--- src/rtl/sdram_burst_arbiter.sv ---
// sdram_burst_arbiter
// Schedules single SDRAM bursts between the camera write FIFO and the VGA
// read FIFO, and ping-pongs two frame banks so the display side always
// reads the most recently completed camera frame.
//
// Command handshake: when a burst is granted, cmd_req rises with cmd_wr and
// cmd_addr. All three hold steady until cmd_ack is sampled high. cmd_req
// drops on the following cycle and the arbiter waits for a one-cycle
// cmd_done pulse. Only one burst is outstanding at a time. cmd_done is
// ignored unless a burst is waiting for it.
module sdram_burst_arbiter #(
    parameter int BURST_LEN   = 256,
    parameter int FIFO_DEPTH  = 1024,
    parameter int FIFO_AW     = 10,
    parameter int ADDR_W      = 22,
    parameter int FRAME_WORDS = 307200,
    parameter int RD_LOW      = 128
) (
    input  logic                clk_ref,
    input  logic                rst_n,
    input  logic                sdram_init_done,
    input  logic                wr_frame_start,
    input  logic                rd_frame_start,
    input  logic [FIFO_AW:0]    wr_fifo_used,
    input  logic [FIFO_AW:0]    rd_fifo_used,
    output logic                cmd_req,
    output logic                cmd_wr,
    output logic [ADDR_W-1:0]   cmd_addr,
    input  logic                cmd_ack,
    input  logic                cmd_done,
    output logic                wr_overflow,
    output logic                busy,
    output logic [1:0]          dbg_state
);

    localparam int OFF_W    = ADDR_W - 1;
    localparam int RD_THR_I = FIFO_DEPTH - BURST_LEN;

    localparam logic [FIFO_AW:0] BURST_USED  = BURST_LEN[FIFO_AW:0];
    localparam logic [FIFO_AW:0] RD_THR      = RD_THR_I[FIFO_AW:0];
    localparam logic [FIFO_AW:0] RD_LOW_USED = RD_LOW[FIFO_AW:0];
    localparam logic [OFF_W-1:0] OFF_STEP    = BURST_LEN[OFF_W-1:0];
    localparam logic [OFF_W-1:0] FRAME_END   = FRAME_WORDS[OFF_W-1:0];

    typedef enum logic [1:0] {
        ST_INIT = 2'd0,
        ST_IDLE = 2'd1,
        ST_REQ  = 2'd2,
        ST_WAIT = 2'd3
    } state_t;

    state_t           state;
    logic             wr_bank;
    logic             rd_bank;
    logic             done_bank;
    logic [OFF_W-1:0] wr_off;
    logic [OFF_W-1:0] rd_off;
    logic             last_grant_wr;
    logic             wr_pend;
    logic             rd_pend;

    logic             wr_pend_eff;
    logic             rd_pend_eff;
    logic             eff_wr_bank;
    logic             eff_done_bank;
    logic             eff_rd_bank;
    logic [OFF_W-1:0] eff_wr_off;
    logic [OFF_W-1:0] eff_rd_off;
    logic             wr_need;
    logic             rd_need;
    logic             rd_urgent;
    logic             grant_rd;
    logic             grant_wr;
    logic [OFF_W-1:0] wr_off_next;
    logic [OFF_W-1:0] rd_off_next;
    logic             wr_wrap;
    logic             rd_wrap;

    assign dbg_state = state;

    // Frame-bank view after pending frame starts are applied, plus arbitration
    always_comb begin
        wr_pend_eff   = wr_pend | wr_frame_start;
        rd_pend_eff   = rd_pend | rd_frame_start;
        eff_wr_bank   = wr_pend_eff ? ~wr_bank : wr_bank;
        eff_done_bank = wr_pend_eff ? wr_bank : done_bank;
        eff_rd_bank   = rd_pend_eff ? eff_done_bank : rd_bank;
        eff_wr_off    = wr_pend_eff ? '0 : wr_off;
        eff_rd_off    = rd_pend_eff ? '0 : rd_off;

        wr_need   = wr_fifo_used >= BURST_USED;
        rd_need   = rd_fifo_used <= RD_THR;
        rd_urgent = rd_need && (rd_fifo_used < RD_LOW_USED);
        // Urgent reads win outright; otherwise alternate when both want service
        grant_rd  = rd_urgent || (rd_need && (!wr_need || last_grant_wr));
        grant_wr  = wr_need && !grant_rd;

        wr_off_next = wr_off + OFF_STEP;
        rd_off_next = rd_off + OFF_STEP;
        wr_wrap     = (wr_off_next == FRAME_END);
        rd_wrap     = (rd_off_next == FRAME_END);
    end

    // Main scheduler: state, frame bookkeeping and registered command outputs
    always_ff @(posedge clk_ref or negedge rst_n) begin
        if (!rst_n) begin
            state         <= ST_INIT;
            cmd_req       <= 1'b0;
            cmd_wr        <= 1'b0;
            cmd_addr      <= '0;
            busy          <= 1'b0;
            wr_overflow   <= 1'b0;
            wr_bank       <= 1'b0;
            rd_bank       <= 1'b1;
            done_bank     <= 1'b1;
            wr_off        <= '0;
            rd_off        <= '0;
            last_grant_wr <= 1'b0;
            wr_pend       <= 1'b0;
            rd_pend       <= 1'b0;
        end else begin
            wr_overflow <= 1'b0;
            case (state)
                ST_INIT: begin
                    wr_pend <= wr_pend_eff;
                    rd_pend <= rd_pend_eff;
                    if (sdram_init_done) begin
                        state <= ST_IDLE;
                    end
                end
                ST_IDLE: begin
                    // Frame starts only ever take effect between bursts
                    wr_pend   <= 1'b0;
                    rd_pend   <= 1'b0;
                    wr_bank   <= eff_wr_bank;
                    done_bank <= eff_done_bank;
                    rd_bank   <= eff_rd_bank;
                    wr_off    <= eff_wr_off;
                    rd_off    <= eff_rd_off;
                    if (!sdram_init_done) begin
                        state <= ST_INIT;
                    end else if (grant_rd) begin
                        cmd_req       <= 1'b1;
                        cmd_wr        <= 1'b0;
                        cmd_addr      <= {eff_rd_bank, eff_rd_off};
                        last_grant_wr <= 1'b0;
                        busy          <= 1'b1;
                        state         <= ST_REQ;
                    end else if (grant_wr) begin
                        cmd_req       <= 1'b1;
                        cmd_wr        <= 1'b1;
                        cmd_addr      <= {eff_wr_bank, eff_wr_off};
                        last_grant_wr <= 1'b1;
                        busy          <= 1'b1;
                        state         <= ST_REQ;
                    end
                end
                ST_REQ: begin
                    wr_pend <= wr_pend_eff;
                    rd_pend <= rd_pend_eff;
                    if (cmd_ack) begin
                        cmd_req <= 1'b0;
                        state   <= ST_WAIT;
                    end
                end
                ST_WAIT: begin
                    wr_pend <= wr_pend_eff;
                    rd_pend <= rd_pend_eff;
                    if (cmd_done) begin
                        busy  <= 1'b0;
                        state <= ST_IDLE;
                        if (cmd_wr) begin
                            wr_off      <= wr_wrap ? '0 : wr_off_next;
                            wr_overflow <= wr_wrap;
                        end else begin
                            rd_off <= rd_wrap ? '0 : rd_off_next;
                        end
                    end
                end
                default: begin
                    state <= ST_INIT;
                end
            endcase
        end
    end

endmodule

--- config.mk ---
export PLATFORM = sky130hd
export DESIGN_NAME = sdram_burst_arbiter
export DESIGN_NICKNAME = d
export VERILOG_FILES = /design/src/rtl/sdram_burst_arbiter.sv
export SDC_FILE = /design/constraint.sdc
export NUM_CORES = 1
export LEC_CHECK = 0
export ABC_AREA = 1
export BUFFER_PORTS_ARGS = -buffer_cell sky130_fd_sc_hd__buf_2
export CAP_MARGIN = 20
export CORE_UTILIZATION = 45
export DETAILED_ROUTE_END_ITERATION = 10
export PLACE_DENSITY = 0.62
export SYNTH_ARGS = -nofsm -noshare
export SYNTH_HDL_FRONTEND = slang
export SYNTH_SLANG_ARGS = --single-unit
--- constraint.sdc ---
create_clock -name clk_ref -period 2 [get_ports clk_ref]
set_input_delay 0.1 -clock clk_ref [delete_from_list [all_inputs] [get_ports clk_ref]]
set_output_delay 0.1 -clock clk_ref [all_outputs]
set_load 0.03 [all_outputs]
==> reports/summary.json, run 1 <==
{
  "outcome": "finished, final reports clean",
  "crit_buf_inv": 1,
  "maxSlewHeadroom_pct": 66.57,
  "cap_violations": 0,
  "synthesis.area_mm2": 0.004522,
  "max_slew.worst_pin.slew_ns": 0.5015,
  "synth_common_cells": "165 x sky130_fd_sc_hd__nand2_1, 73 x sky130_fd_sc_hd__dfrtp_1, 66 x sky130_fd_sc_hd__inv_1",
  "crit_chain": "ha_1 > inv_1 > nor2_2 > nand2_1 > nor2_1 > nand2_1 > nor2_1 > nand3_1 > nor2_2 > nand3_4 > nand2_8 > nand2_2 > nand2_1 > nand2_1",
  "final_setup_violation_count": 0,
  "period_needed_ns": 1.898,
  "crit_path_top_delay_cell": "sky130_fd_sc_hd__dfrtp_2",
  "ioPinCount": 57,
  "yosys.area.top_type_share_pct": 40.40,
  "yosysMostFrequentCell": "sky130_fd_sc_hd__nand2_1",
  "power_per_cell_area_mw_per_mm2": 1498,
  "route.vias.total": 4329,
  "share_of_flip_flops_with_an_asynchronous_set_or_reset_pct": 100.0,
  "synth_seq_area_share_pct": 41.56,
  "worst-r2r-setup-slack_ns": 0.10,
  "antenna_left": 0,
  "numClockSinks": 75,
  "global_route.usage.total_pct": 24.76,
  "clkSlewWorstSetupHoldPaths_ns": 0.08,
  "floorplan.die_area_mm2": 0.01045,
  "period_utilization_pct": 94.92,
  "cp_data_required_time_ns": 2.26,
  "critical_path_peak_fanout": 9,
  "hold_start": "cmd_done",
  "syn_inst": 625,
  "post_route_cells_drive_above_1_share_pct": 18.66,
  "number_of_storage_elements_in_the_synthesis_netlist": 75,
  "most_instantiated_flip_flop_cell_in_the_synthesis_netlist": "sky130_fd_sc_hd__dfrtp_1",
  "netSwitchingFraction_pct": 48.58,
  "finalHoldViolations": 0,
  "p_sw_w": 0.003859,
  "syn_to_final_growth_pct": 17.29,
  "worstReg2RegStart": "wr_off[8]",
  "min_path_type": "input port to flop",
  "cts_root_buf": "sky130_fd_sc_hd__clkbuf_8",
  "routed_wirelength_mm": 11.68,
  "slew_viol_final": 0,
  "finalPower_w": 0.007943,
  "placement.io_buffers": 48,
  "fin_skew_ns": 0.006010,
  "seqPwrFrac_pct": 33.4,
  "reg2reg_to": "wr_off[8]",
  "worstSetupPathDepth": 14,
  "rsz0062_at_grt": "true",
  "wl_per_cell_um": 14.26,
  "postLayoutCellArea_mm2": 0.005304,
  "timing.critical_path.mode_cell": "sky130_fd_sc_hd__nand2_1",
  "initial_antenna_violation_count": 0,
  "ir_worst_vdd_v": 0.0008728,
  "chipWidth_um": 102.2,
  "critical_path_arrival_ns": 2.15,
  "p_leak_nw": 2.592,
  "drcViolationCount": 0,
  "gp_congestion": 0.9361,
  "initialDrtViolationCount": 258,
  "crit_type": "flop to flop",
  "numPlacedInstances": 799,
  "clk-insertion-delay-late_ns": 0.36,
  "core_mm2": 0.009774,
  "grt_first_pass_wirelength_mm": 19.77,
  "clock_tree_from_tritoncts": "built",
  "avgViaCountPerCell": 5.286,
  "comb_power_share_pct": 51.5,
  "critPathLaunchType": "flop",
  "finish.net_count": 719,
  "ff2ff_path_depth": 14,
  "tritoncts.num_buffers": 9,
  "synth_top_cell_by_area": "sky130_fd_sc_hd__dfrtp_1",
  "dpl-instance-area_mm2": 0.004999,
  "worstSetupEndpointType": "flop",
  "htree_num_levels": 3,
  "synth_area_leaders": "sky130_fd_sc_hd__dfrtp_1 40%, sky130_fd_sc_hd__nand2_1 14%, sky130_fd_sc_hd__nand3_1 7.1%, sky130_fd_sc_hd__inv_1 5.5%, sky130_fd_sc_hd__nor2_1 5.4%",
  "critical-path-max-stage-delay_ns": 0.45,
  "clockBufferDepth": 2,
  "pwr-share-clk_pct": 15.2,
  "grt_start_max_net_pins": 41,
  "drt-pass1-iter-count": 5,
  "postSynthNetCount": 663,
  "number_of_distinct_library_cell_variants_in_the_gate_level_netlist_after_synthesis": 39,
  "timing.hold.worst_endpoint": "rd_off[8]",
  "floorplan.die.height_um": 102.2,
  "gr-total-overflow": 0,
  "final-instance-count-excl-fill": 819,
  "critPathLaunch": "wr_off[8]",
  "max_clock_freq_ghz": 0.5267,
  "antenna_cells": 0,
  "number_of_flops_mapped_to_enable_cells_by_yosys": 0,
  "synth-warning-count": 0,
  "cpLargestDelayFamily": "simple AND/OR/NAND/NOR gates",
  "syn-mean-instance-area_um2": 7.235,
  "fp-row-count": 36,
  "initial_core_util_pct": 46.26,
  "detailed_place_hpwl_mm": 8.200,
  "cell_internal_pwr_w": 0.004084,
  "timing.hold.worst_path_depth": 4,
  "first_global_vias": 4112
}
## how the worst max path moves through the flow
| stage | end |
|---|---|
| 2_1_floorplan | rd_off[18] |
| 3_3_place_gp | wr_off[8] |
| 3_5_place_dp | wr_off[8] |
| 4_1_cts | wr_off[8] |
| 5_1_grt | wr_off[8] |
| 6_report | wr_off[8] |
## repair_timing
item | CTS | global route
endpoints found under the setup margin | 0 | 30
resized for setup | 0 | 23
hold buffers | 1 | 0
endpoints found under the hold margin | 33 | 0
setup buffers | 0 | 3
## tightest hold or removal path: cells and delay by family
family / cells / cell delay, ns
AO/OA/AOI/OAI: 1 / 0.07
buffers and inverters: 1 / 0.12
AND/OR/NAND/NOR: 2 / 0.11
## stage by stage
step           setup slack (ns)  util (%)   TNS, ns  hold slack [ns]
6_report                 0.1016     54.26         0          0.07513
5_1_grt                -0.07177     54.26  -0.09310           0.1067
4_1_cts                 0.02574     53.24         0          0.08578
3_5_place_dp            0.03972     51.14         0           0.1081
3_3_place_gp             0.1269     51.14         0          0.09921
2_1_floorplan           0.02145         -         0          -0.1956
## cells in the final DEF, fill, tap and decap left out, types with 5 or more instances in the layout
cell / count
sky130_fd_sc_hd__clkbuf_8: 10
sky130_fd_sc_hd__ha_1: 7
sky130_fd_sc_hd__nor2_1: 63
sky130_fd_sc_hd__nor3_1: 12
sky130_fd_sc_hd__buf_4: 18
sky130_fd_sc_hd__nor2_4: 6
sky130_fd_sc_hd__a21boi_0: 5
sky130_fd_sc_hd__nand2_2: 5
sky130_fd_sc_hd__dfrtp_1: 67
sky130_fd_sc_hd__inv_2: 5
sky130_fd_sc_hd__a31oi_1: 11
sky130_fd_sc_hd__inv_1: 65
sky130_fd_sc_hd__nand4_1: 6
sky130_fd_sc_hd__o31ai_1: 7
sky130_fd_sc_hd__dfrtp_2: 6
sky130_fd_sc_hd__nand2_1: 165
sky130_fd_sc_hd__nand3_1: 63
sky130_fd_sc_hd__o21ai_0: 35
sky130_fd_sc_hd__a21oi_1: 24
sky130_fd_sc_hd__buf_2: 47
sky130_fd_sc_hd__nor2_2: 6
## layout make-up
class	instances	area (um^2)
fill	966	4471
multi-input combinational	454	2328
sequential	75	1887
timing repair buffer	70	460.4
inverter	71	266.5
tap	133	166.4
clock buffer	12	145.1
clock inverter	4	50.05
## power by group through the flow
stage / clock [W] / combinational, W / sequential, W
2_1_floorplan: 0 / 0.00250 / 0.00290
6_report: 0.00120 / 0.00409 / 0.00265
4_1_cts: 0.00123 / 0.00402 / 0.00260
3_5_place_dp: 0 / 0.00399 / 0.00262
3_3_place_gp: 0 / 0.00391 / 0.00259
5_1_grt: 0.00130 / 0.00462 / 0.00273
## logic make-up after synthesis
| family | Yosys count | share of synthesized area (%) |
|---|---|---|
| flip-flops | 75 | 41.56 |
| AO/OA/AOI/OAI | 98 | 12.42 |
| buffers and inverters | 96 | 8.494 |
| AND/OR/NAND/NOR | 342 | 34.06 |
| adder cells (fa/ha/maj) | 9 | 2.490 |
| XOR/XNOR | 5 | 0.9686 |
## flip-flops by register name, indices dropped and copies added (netlist names)
name,flops
rd_bank,1
rd_pend,1
cmd_req,1
rd_off,21
dbg_state,2
wr_overflow,1
wr_off,21
wr_pend,1
wr_bank,1
done_bank,1
busy,1
last_grant_wr,1
cmd_addr,22
## per-layer routing
layer / global-route usage, % / up-vias / part of all wire [%]
li1: - / 2135 / -
met1: 32.78 / 2047 / 46
met2: 39.65 / 122 / 47
met3: 5.267 / 25 / 5.1
met4: 9.780 / 0 / 2.2
met5: 0 / - / 0
Power figures use the tool's default switching activity.
==> run 2, diff against run 1 <==
--- a/config.mk
+++ b/config.mk
@@ -5,7 +5,6 @@
 export SDC_FILE = /design/constraint.sdc
 export NUM_CORES = 1
 export LEC_CHECK = 0
-export ABC_AREA = 1
 export BUFFER_PORTS_ARGS = -buffer_cell sky130_fd_sc_hd__buf_2
 export CAP_MARGIN = 20
 export CORE_UTILIZATION = 45
==> run 2 against run 1 <==
Compared with the run above:
- the run now ends with design-rule violations, negative setup slack left
- clock-buffer cell count is 3 lower
- total power shrank 31%
- largest power group unchanged
- flip-flop and latch count did not move
==> reports/summary.json, run 2 <==
{
  "outcome": {"value": "finished with violations", "change": "was finished, final reports clean"},
  "violations_in_the_final_reports": "design-rule violations, negative setup slack",
  "rsz0062_at_grt": {"value": "true", "change": "unchanged"},
  "syn_to_final_growth": {"value": 24.48, "unit": "%", "change": "was 17.29%"},
  "chipWidth": {"value": 97.73, "unit": "um", "change": "was 102.2 um"},
  "floorplan.die_area": {"value": 0.009551, "unit": "mm^2", "change": "was 0.01045 mm^2"},
  "avgViaCountPerCell": {"value": 5.921, "change": "was 5.286"},
  "route.vias.total": {"value": 3730, "change": "was 4329"},
  "number_of_flops_mapped_to_enable_cells_by_yosys": {"value": 0, "change": "unchanged"},
  "synth_top_cell_by_area": {"value": "sky130_fd_sc_hd__dfrtp_1", "change": "unchanged"},
  "number_of_storage_elements_in_the_synthesis_netlist": {"value": 75, "change": "unchanged"},
  "synth-warning-count": {"value": 0, "change": "unchanged"},
  "detailed_place_hpwl": {"value": 7.673, "unit": "mm", "change": "was 8.200 mm"},
  "syn-mean-instance-area": {"value": 9.373, "unit": "um^2", "change": "was 7.235 um^2"},
  "tritoncts.num_buffers": {"value": 9, "change": "unchanged"},
  "most_common_library_cell_in_the_layout_ignoring_fill_and_taps": {"value": "sky130_fd_sc_hd__dfrtp_1", "change": "was sky130_fd_sc_hd__nand2_1"},
  "top_register": {"value": "cmd_addr", "change": "unchanged"},
  "gp_congestion": {"value": 0.8778, "change": "was 0.9361"},
  "critical_path_peak_fanout": {"value": 7, "change": "was 9"},
  "yosysMostFrequentCell": {"value": "sky130_fd_sc_hd__dfrtp_1", "change": "was sky130_fd_sc_hd__nand2_1"},
  "antenna_cells": {"value": 0, "change": "unchanged"},
  "reg_top3": {"value": "cmd_addr (22), rd_off (21), wr_off (21)", "change": "unchanged"},
  "ff2ff_path_depth": {"value": 6, "change": "was 14"},
  "final_setup_violation_count": {"value": 3, "change": "was 0"},
  "worstSetupEndpointType": {"value": "flop", "change": "unchanged"},
  "ir_worst_vdd": {"value": 0.0006965, "unit": "V", "change": "was 0.0008728 V"},
  "synth_seq_area_share": {"value": 45.57, "unit": "%", "change": "was 41.56%"},
  "drcViolationCount": {"value": 4, "change": "was 0"},
  "timing.hold.worst_path_depth": {"value": 3, "change": "was 4"},
  "synth_common_cells": {"value": "73 x sky130_fd_sc_hd__dfrtp_1, 40 x sky130_fd_sc_hd__nor2_1, 35 x sky130_fd_sc_hd__nand3_1", "change": "was 165 x sky130_fd_sc_hd__nand2_1, 73 x sky130_fd_sc_hd__dfrtp_1, 66 x sky130_fd_sc_hd__inv_1"},
  "crit_type": {"value": "flop to flop", "change": "unchanged"},
  "clk-insertion-delay-late": {"value": 0.36, "unit": "ns", "change": "about the same"},
  "drt-pass1-iter-count": {"value": 7, "change": "was 5"},
  "initial_core_util": {"value": 46.83, "unit": "%", "change": "was 46.26%"},
  "number_of_distinct_library_cell_variants_in_the_gate_level_netlist_after_synthesis": {"value": 58, "change": "was 39"},
  "grt_start_max_net_pins": {"value": 45, "change": "was 41"},
  "cts_root_buf": {"value": "sky130_fd_sc_hd__clkbuf_8", "change": "unchanged"},
  "numClockSinks": {"value": 75, "change": "unchanged"},
  "placement.io_buffers": {"value": 48, "change": "unchanged"},
  "layout_common_cells": {"value": "69 x sky130_fd_sc_hd__dfrtp_1, 50 x sky130_fd_sc_hd__buf_4, 47 x sky130_fd_sc_hd__buf_2", "change": "was 165 x sky130_fd_sc_hd__nand2_1, 67 x sky130_fd_sc_hd__dfrtp_1, 65 x sky130_fd_sc_hd__inv_1"},
  "critical_path_arrival": {"value": 2.30, "unit": "ns", "change": "was 2.15 ns"},
  "maxSlewHeadroom": {"value": 59.99, "unit": "%", "change": "was 66.57%"},
  "routed_wirelength": {"value": 10.81, "unit": "mm", "change": "was 11.68 mm"},
  "wl_per_cell": {"value": 17.16, "unit": "um", "change": "was 14.26 um"},
  "power_per_cell_area": {"value": 1073, "unit": "mW/mm^2", "change": "was 1498 mW/mm^2"},
  "most_instantiated_flip_flop_cell_in_the_synthesis_netlist": {"value": "sky130_fd_sc_hd__dfrtp_1", "change": "unchanged"},
  "core": {"value": 0.008806, "unit": "mm^2", "change": "was 0.009774 mm^2"},
  "ioPinCount": {"value": 57, "change": "unchanged"},
  "slew_viol_final": {"value": 0, "change": "unchanged"},
  "gr-total-overflow": {"value": 0, "change": "unchanged"},
  "first_global_vias": {"value": 3691, "change": "was 4112"},
  "postSynthNetCount": {"value": 478, "change": "was 663"},
  "finish.net_count": {"value": 555, "change": "was 719"},
  "cap_violations": {"value": 0, "change": "unchanged"},
  "period_needed": {"value": 2.036, "unit": "ns", "change": "was 1.898 ns"},
  "finish.utilization": {"value": 58.30, "unit": "%", "change": "was 54.26%"},
  "largest_reg_flops": {"value": 22, "change": "unchanged"},
  "fin_ws": {"value": -0.03620, "unit": "ns", "change": "was 0.1016 ns"},
  "finalHoldViolations": {"value": 0, "change": "unchanged"},
  "p_leak": {"value": 2.226, "unit": "nW", "change": "was 2.592 nW"},
  "max_slew.worst_pin.slew": {"value": 0.6001, "unit": "ns", "change": "was 0.5015 ns"},
  "cp_data_required_time": {"value": 2.27, "unit": "ns", "change": "was 2.26 ns"},
  "synth_area_leaders": {"value": "sky130_fd_sc_hd__dfrtp_1 44%, sky130_fd_sc_hd__nand3_1 4.2%, sky130_fd_sc_hd__a31oi_1 4.1%, sky130_fd_sc_hd__o211ai_1 4.0%, sky130_fd_sc_hd__nor2_1 3.6%", "change": "was sky130_fd_sc_hd__dfrtp_1 40%, sky130_fd_sc_hd__nand2_1 14%, sky130_fd_sc_hd__nand3_1 7.1%, sky130_fd_sc_hd__inv_1 5.5%, sky130_fd_sc_hd__nor2_1 5.4%"},
  "clkSlewWorstSetupHoldPaths": {"value": 0.09, "unit": "ns", "change": "was 0.08 ns"},
  "fin_skew": {"value": 0.01325, "unit": "ns", "change": "was 0.006010 ns"},
  "yosys.area.top_type_share": {"value": 44.30, "unit": "%", "change": "was 40.40%"},
  "critPathLaunchType": {"value": "flop", "change": "unchanged"},
  "finalPower": {"value": 0.005509, "unit": "W", "change": "was 0.007943 W"},
  "initial_antenna_violation_count": {"value": 0, "change": "unchanged"},
  "clock_tree_from_tritoncts": {"value": "built", "change": "unchanged"},
  "worst-r2r-setup-slack": {"value": -0.04, "unit": "ns", "change": "was 0.10 ns"},
  "htree_num_levels": {"value": 3, "change": "unchanged"},
  "synthesis.area": {"value": 0.004124, "unit": "mm^2", "change": "was 0.004522 mm^2"},
  "initialDrtViolationCount": {"value": 239, "change": "was 258"},
  "fp-row-count": {"value": 34, "change": "was 36"},
  "antenna_left": {"value": 0, "change": "unchanged"},
  "clockBufferDepth": {"value": 2, "change": "unchanged"},
  "min_path_type": {"value": "input port to flop", "change": "unchanged"},
  "share_of_flip_flops_with_an_asynchronous_set_or_reset": {"value": 100.0, "unit": "%", "change": "unchanged"},
  "global_route.usage.total": {"value": 24.16, "unit": "%", "change": "was 24.76%"},
  "floorplan.die.height": {"value": 97.73, "unit": "um", "change": "was 102.2 um"},
  "post_route_cells_drive_above_1_share": {"value": 29.89, "unit": "%", "change": "was 18.66%"},
  "syn_inst": {"value": 440, "change": "was 625"},
  "max_clock_freq": {"value": 0.4911, "unit": "GHz", "change": "was 0.5267 GHz"},
  "grt_first_pass_wirelength": {"value": 18.29, "unit": "mm", "change": "was 19.77 mm"},
  "period_utilization": {"value": 101.8, "unit": "%", "change": "was 94.92%"}
}
run 2: cell count changes in the layout (fill, tap and decap cells not counted), sizes merged, moves of 11 or more:
cell / previous run / this run
nand2: 172 / 37
nand3: 70 / 35
buf: 69 / 101
a21oi: 25 / 6
nor2: 75 / 41
o21ai: 38 / 18
nor2b: 0 / 11
a31oi: 11 / 27
inv: 70 / 13
o211ai: 3 / 22
run 2: worst paths after layout:
check | startpoint | end
setup / recovery | rd_off[11] | rd_off[15]
hold / removal | rd_frame_start | rd_pend
max in group asynchronous | rst_n | wr_off[5]
min in group asynchronous | rst_n | rd_off[18]
hold reg to reg | cmd_addr[21] | cmd_addr[21]
setup reg to reg | rd_off[11] | rd_off[15]
run 2: cells by family after synthesis:
group                      after synthesis  share of synthesized area [%]
buffers and inverters                   46                          4.581
muxes                                    9                          2.275
AOI/OAI and AO/OA                      122                          21.91
adders and majority gates                9                          2.731
DFF                                     75                          45.57
xor gates and xnor gates                 9                          1.912
and+or+nand+nor                        170                          21.03
run 2: final cells by class:
class,instances,area (um^2)
Clock inverter,7,60.06
Clock buffer,9,123.9
Sequential cell,75,1884
Inverter,10,37.54
Fill cell,792,3672
Timing Repair Buffer,102,691.9
Tap cell,108,135.1
Multi-Input combinational cell,319,2201
run 2: per-layer routing:
layer	GRT usage [%]	wire length, um
met2	37.42	5097
met5	0	0
met1	33.93	4956
met3	4.152	549
met4	9.557	208
run 2: worst max-delay path, cell delays in order, from the launching register on:
cell and delay (ns):
sky130_fd_sc_hd__dfrtp_1 0.40, sky130_fd_sc_hd__nand2_4 0.06, sky130_fd_sc_hd__or4_4 0.55, sky130_fd_sc_hd__and3_4 0.17, sky130_fd_sc_hd__o2111ai_4 0.35, sky130_fd_sc_hd__nand2_4 0.15
sky130_fd_sc_hd__o311ai_2 0.24
run 2: repair_timing:
item                                    4_1_cts  5_1_grt
resized for setup                             8       11
hold buffers                                  1        0
endpoints found under the setup margin       21       22
buffers inserted                              1        1
pin swaps                                    11        6
hold endpoints to repair                     41        0
run 2: power breakdown:
part / internal, W / switching, W
Sequential: 0.00186 / 0.000223
Combinational: 0.000794 / 0.00151
Clock: 0.000470 / 0.000649
Total: 0.00312 / 0.00238
run 2: stage by stage:
stage / instance area (um^2) / worst slack (ns) / cells / TNS (ns) / hold WS (ns)
2_1_floorplan: 4173 / 0.0002349 / 440 / 0 / -0.1956
6_report: 5134 / -0.03620 / 630 / -0.08549 / 0.08243
3_3_place_gp: 4831 / -0.09401 / 611 / -0.6651 / 0.1464
5_1_grt: 5134 / -0.09475 / 630 / -1.224 / 0.1227
3_5_place_dp: 4831 / -0.1091 / 611 / -1.283 / 0.1550
4_1_cts: 5076 / 0.003675 / 629 / 0 / 0.07147
==> run 3, diff against run 2 <==
==> constraint.sdc (replaced) <==
create_clock -name clk_ref -period 2 [get_ports clk_ref]
set_input_delay 0 -clock clk_ref [delete_from_list [all_inputs] [get_ports clk_ref]]
set_output_delay 0 -clock clk_ref [all_outputs]
set_load 0.03 [all_outputs]
==> run 3 against run 2 <==
Compared with the run above:
- the run still ends with design-rule violations, negative setup slack left
- core utilization increased by 1.4 points
- highest routed layer unchanged
- design area increased by 2.4%
- via count increased by 1.2%
==> reports/summary.json, run 3 (synthesis results as in run 2) <==
{
  "crit_chain": {"value": "nand3_2 > or4_4 > and3_4 > o2111ai_4 > buf_6 > nand2_8 > o311ai_4", "change": "was nand2_4 > or4_4 > and3_4 > o2111ai_4 > nand2_4 > o311ai_2"},
  "htree_num_levels": {"value": 3, "change": "unchanged"},
  "gp_congestion": {"value": 0.9415, "change": "was 0.8778"},
  "globalRouteMet3Util": {"value": 3.150, "unit": "%", "change": "was 4.152%"},
  "multiInputGateArea": {"value": 0.002232, "unit": "mm^2", "change": "was 0.002201 mm^2"},
  "power_per_cell_area": {"value": 1105, "unit": "mW/mm^2", "change": "was 1073 mW/mm^2"},
  "most_common_library_cell_in_the_layout_ignoring_fill_and_taps": {"value": "sky130_fd_sc_hd__dfrtp_1", "change": "unchanged"},
  "rsz0062_at_grt": {"value": "true", "change": "unchanged"},
  "layout_common_cells": {"value": "69 x sky130_fd_sc_hd__dfrtp_1, 48 x sky130_fd_sc_hd__buf_4, 47 x sky130_fd_sc_hd__buf_2", "change": "was 69 x sky130_fd_sc_hd__dfrtp_1, 50 x sky130_fd_sc_hd__buf_4, 47 x sky130_fd_sc_hd__buf_2"},
  "slew_viol_final": {"value": 0, "change": "unchanged"},
  "grt_util_met2": {"value": 39.50, "unit": "%", "change": "was 37.42%"},
  "tritoncts.num_buffers": {"value": 9, "change": "unchanged"},
  "min_path_type": {"value": "input port to flop", "change": "unchanged"},
  "finish.net_count": {"value": 557, "change": "was 555"},
  "crit_path_top_delay_cell": {"value": "sky130_fd_sc_hd__dfrtp_2", "change": "was sky130_fd_sc_hd__or4_4"},
  "pwr-share-clk": {"value": 25.2, "unit": "%", "change": "was 20.3%"},
  "detailed_place_hpwl": {"value": 7.598, "unit": "mm", "change": "was 7.673 mm"},
  "ff2ff_path_depth": {"value": 7, "change": "was 6"},
  "critPathLaunch": {"value": "rd_off[9]", "change": "was rd_off[11]"},
  "wl_per_cell": {"value": 18.00, "unit": "um", "change": "was 17.16 um"},
  "cp_data_required_time": {"value": 2.25, "unit": "ns", "change": "was 2.27 ns"},
  "finalPower": {"value": 0.005812, "unit": "W", "change": "was 0.005509 W"},
  "global_route.usage.met1": {"value": 34.56, "unit": "%", "change": "was 33.93%"},
  "core": {"value": 0.008806, "unit": "mm^2", "change": "unchanged"},
  "initial_core_util": {"value": 46.83, "unit": "%", "change": "unchanged"},
  "period_needed": {"value": 2.078, "unit": "ns", "change": "was 2.036 ns"},
  "pre_cts_slack": {"value": -0.1409, "unit": "ns", "change": "was -0.1091 ns"},
  "drcViolationCount": {"value": 4, "change": "unchanged"},
  "cap_violations": {"value": 0, "change": "unchanged"},
  "clk-insertion-delay-late": {"value": 0.34, "unit": "ns", "change": "was 0.36 ns"},
  "first_global_vias": {"value": 3626, "change": "was 3691"},
  "timing.setup.tns": {"value": -0.6179, "unit": "ns", "change": "was -0.08549 ns"},
  "cell_internal_pwr": {"value": 0.003481, "unit": "W", "change": "was 0.003125 W"},
  "critPathLaunchType": {"value": "flop", "change": "unchanged"},
  "top_register": {"value": "cmd_addr", "change": "unchanged"},
  "fin_ws": {"value": -0.07785, "unit": "ns", "change": "was -0.03620 ns"},
  "worstReg2RegStart": {"value": "rd_off[9]", "change": "was rd_off[11]"},
  "finalHoldViolations": {"value": 0, "change": "unchanged"},
  "floorplan.die.height": {"value": 97.73, "unit": "um", "change": "unchanged"},
  "maxSlewHeadroom": {"value": 62.75, "unit": "%", "change": "was 59.99%"},
  "ir_worst_vdd": {"value": 0.0006488, "unit": "V", "change": "was 0.0006965 V"},
  "drt-pass1-iter-count": {"value": 8, "change": "was 7"},
  "avgViaCountPerCell": {"value": 5.975, "change": "was 5.921"},
  "clkSlewWorstSetupHoldPaths": {"value": 0.09, "unit": "ns", "change": "about the same"},
  "crit_type": {"value": "flop to flop", "change": "unchanged"},
  "max_slew.worst_pin.slew": {"value": 0.5588, "unit": "ns", "change": "was 0.6001 ns"},
  "grt_start_max_net_pins": {"value": 45, "change": "unchanged"},
  "worstSetupEndpointType": {"value": "flop", "change": "unchanged"},
  "largest_reg_flops": {"value": 22, "change": "unchanged"},
  "floorplan.die_area": {"value": 0.009551, "unit": "mm^2", "change": "unchanged"},
  "post_route_cells_drive_above_1_share": {"value": 29.96, "unit": "%", "change": "was 29.89%"},
  "fp-row-count": {"value": 34, "change": "unchanged"},
  "critical-path-max-stage-delay": {"value": 0.45, "unit": "ns", "change": "was 0.55 ns"},
  "critical_path_arrival": {"value": 2.33, "unit": "ns", "change": "was 2.30 ns"},
  "final_setup_violation_count": {"value": 15, "change": "was 3"},
  "p_sw": {"value": 0.002332, "unit": "W", "change": "was 0.002384 W"},
  "fin_skew": {"value": 0.01007, "unit": "ns", "change": "was 0.01325 ns"},
  "initialDrtViolationCount": {"value": 248, "change": "was 239"},
  "hold_ws": {"value": 0.04006, "unit": "ns", "change": "was 0.08243 ns"},
  "reg2reg_to": {"value": "rd_off[15]", "change": "unchanged"},
  "hold_start": {"value": "cmd_ack", "change": "was rd_frame_start"},
  "busiest_layer": {"value": "met2", "change": "unchanged"},
  "clockBufferDepth": {"value": 2, "change": "unchanged"},
  "crit_end": {"value": "rd_off[15]", "change": "unchanged"},
  "route.vias.total": {"value": 3776, "change": "was 3730"},
  "chipWidth": {"value": 97.73, "unit": "um", "change": "unchanged"},
  "cts_root_buf": {"value": "sky130_fd_sc_hd__clkbuf_8", "change": "unchanged"},
  "antenna_left": {"value": 0, "change": "unchanged"},
  "max_clock_freq": {"value": 0.4813, "unit": "GHz", "change": "was 0.4911 GHz"},
  "worst-r2r-setup-slack": {"value": -0.08, "unit": "ns", "change": "was -0.04 ns"},
  "comb_power_share": {"value": 39.0, "unit": "%", "change": "was 41.9%"},
  "outcome": {"value": "finished with violations", "change": "unchanged"},
  "reg_top3": {"value": "cmd_addr (22), rd_off (21), wr_off (21)", "change": "unchanged"},
  "routed_wirelength": {"value": 11.38, "unit": "mm", "change": "was 10.81 mm"},
  "clock_tree_from_tritoncts": {"value": "built", "change": "unchanged"},
  "seqCellArea": {"value": 0.001884, "unit": "mm^2", "change": "unchanged"},
  "initial_antenna_violation_count": {"value": 0, "change": "unchanged"},
  "placement.io_buffers": {"value": 48, "change": "unchanged"},
  "syn_to_final_growth": {"value": 27.52, "unit": "%", "change": "was 24.48%"},
  "netSwitchingFraction": {"value": 40.11, "unit": "%", "change": "was 43.28%"},
  "ioPinCount": {"value": 57, "change": "unchanged"},
  "period_utilization": {"value": 103.9, "unit": "%", "change": "was 101.8%"},
  "antenna_cells": {"value": 0, "change": "unchanged"},
  "p_leak": {"value": 2.275, "unit": "nW", "change": "was 2.226 nW"},
  "gr-total-overflow": {"value": 0, "change": "unchanged"},
  "grt_first_pass_wirelength": {"value": 18.73, "unit": "mm", "change": "was 18.29 mm"},
  "global_route.usage.total": {"value": 24.75, "unit": "%", "change": "was 24.16%"},
  "seqPwrFrac": {"value": 35.8, "unit": "%", "change": "was 37.8%"},
  "critical_path_peak_fanout": {"value": 7, "change": "unchanged"},
  "num-fill-cells": {"value": 736, "change": "was 792"},
  "numClockSinks": {"value": 75, "change": "unchanged"},
  "violations_in_the_final_reports": {"value": "design-rule violations, negative setup slack", "change": "unchanged"}
}
==> run 3: cell types whose count changed in the layout (fill, tap and decap cells not counted), sizes merged <==
cell,previous run,this run
inv,13,10
clkinvlp,1,0
clkbuf,9,10
dlygate4sd3,1,3
bufinv,0,3
==> run 3: timing repair <==
item                                    4_1_cts  5_1_grt
endpoints found under the setup margin       21       23
resized for setup                            13       12
buffers inserted                              2        4
pin swaps                                    14       12
hold endpoints to repair                     39        0
hold buffers                                  3        0
==> run 3: cell type report <==
class	instances	area share (%)
Multi-Input combinational cell	319	42.45
Sequential cell	75	35.83
Timing Repair Buffer	104	13.68
Clock buffer	10	2.617
Tap cell	108	2.570
Clock inverter	6	2.141
Inverter	10	0.7138
==> run 3: stage by stage <==
step | cell area [um^2] | std cells | util, %
after floorplan | 4173 | 440 | -
after global placement | 4801 | 607 | 54.52
after detailed placement | 4801 | 607 | 54.52
after CTS | 5172 | 628 | 58.74
after global routing | 5259 | 632 | 59.72
final | 5259 | 632 | 59.72
==> run 3: worst min path at each step <==
stage	to	depth (start not counted)
floorplan	busy	0
global placement	rd_off[16]	1
detailed placement	rd_off[16]	1
CTS	cmd_req	4
global route	cmd_req	4
finish	cmd_req	4
==> run 3: power by group through the flow <==
stage	registers (W)	logic [W]	clock network, W
detailed placement	0.00211	0.00225	0
floorplan	0.00260	0.00100	0
finish	0.00208	0.00226	0.00147
global route	0.00213	0.00244	0.00155
CTS	0.00209	0.00226	0.00150
global placement	0.00209	0.00222	0
==> run 3: worst max-delay path: cells and delay by family (launching register included) <==
kind	cells	cell delay, ns
buffers and inverters	1	0.17
AOI/OAI and AO/OA	2	0.55
DFF	1	0.45
and+or+nand+nor	4	0.81
==> run 3: routing by layer <==
metal / vias to the layer above / part of all wire (%)
met5: - / 0
met2: 122 / 48
met3: 22 / 3.9
met4: 0 / 2.0
li1: 1780 / -
met1: 1852 / 47
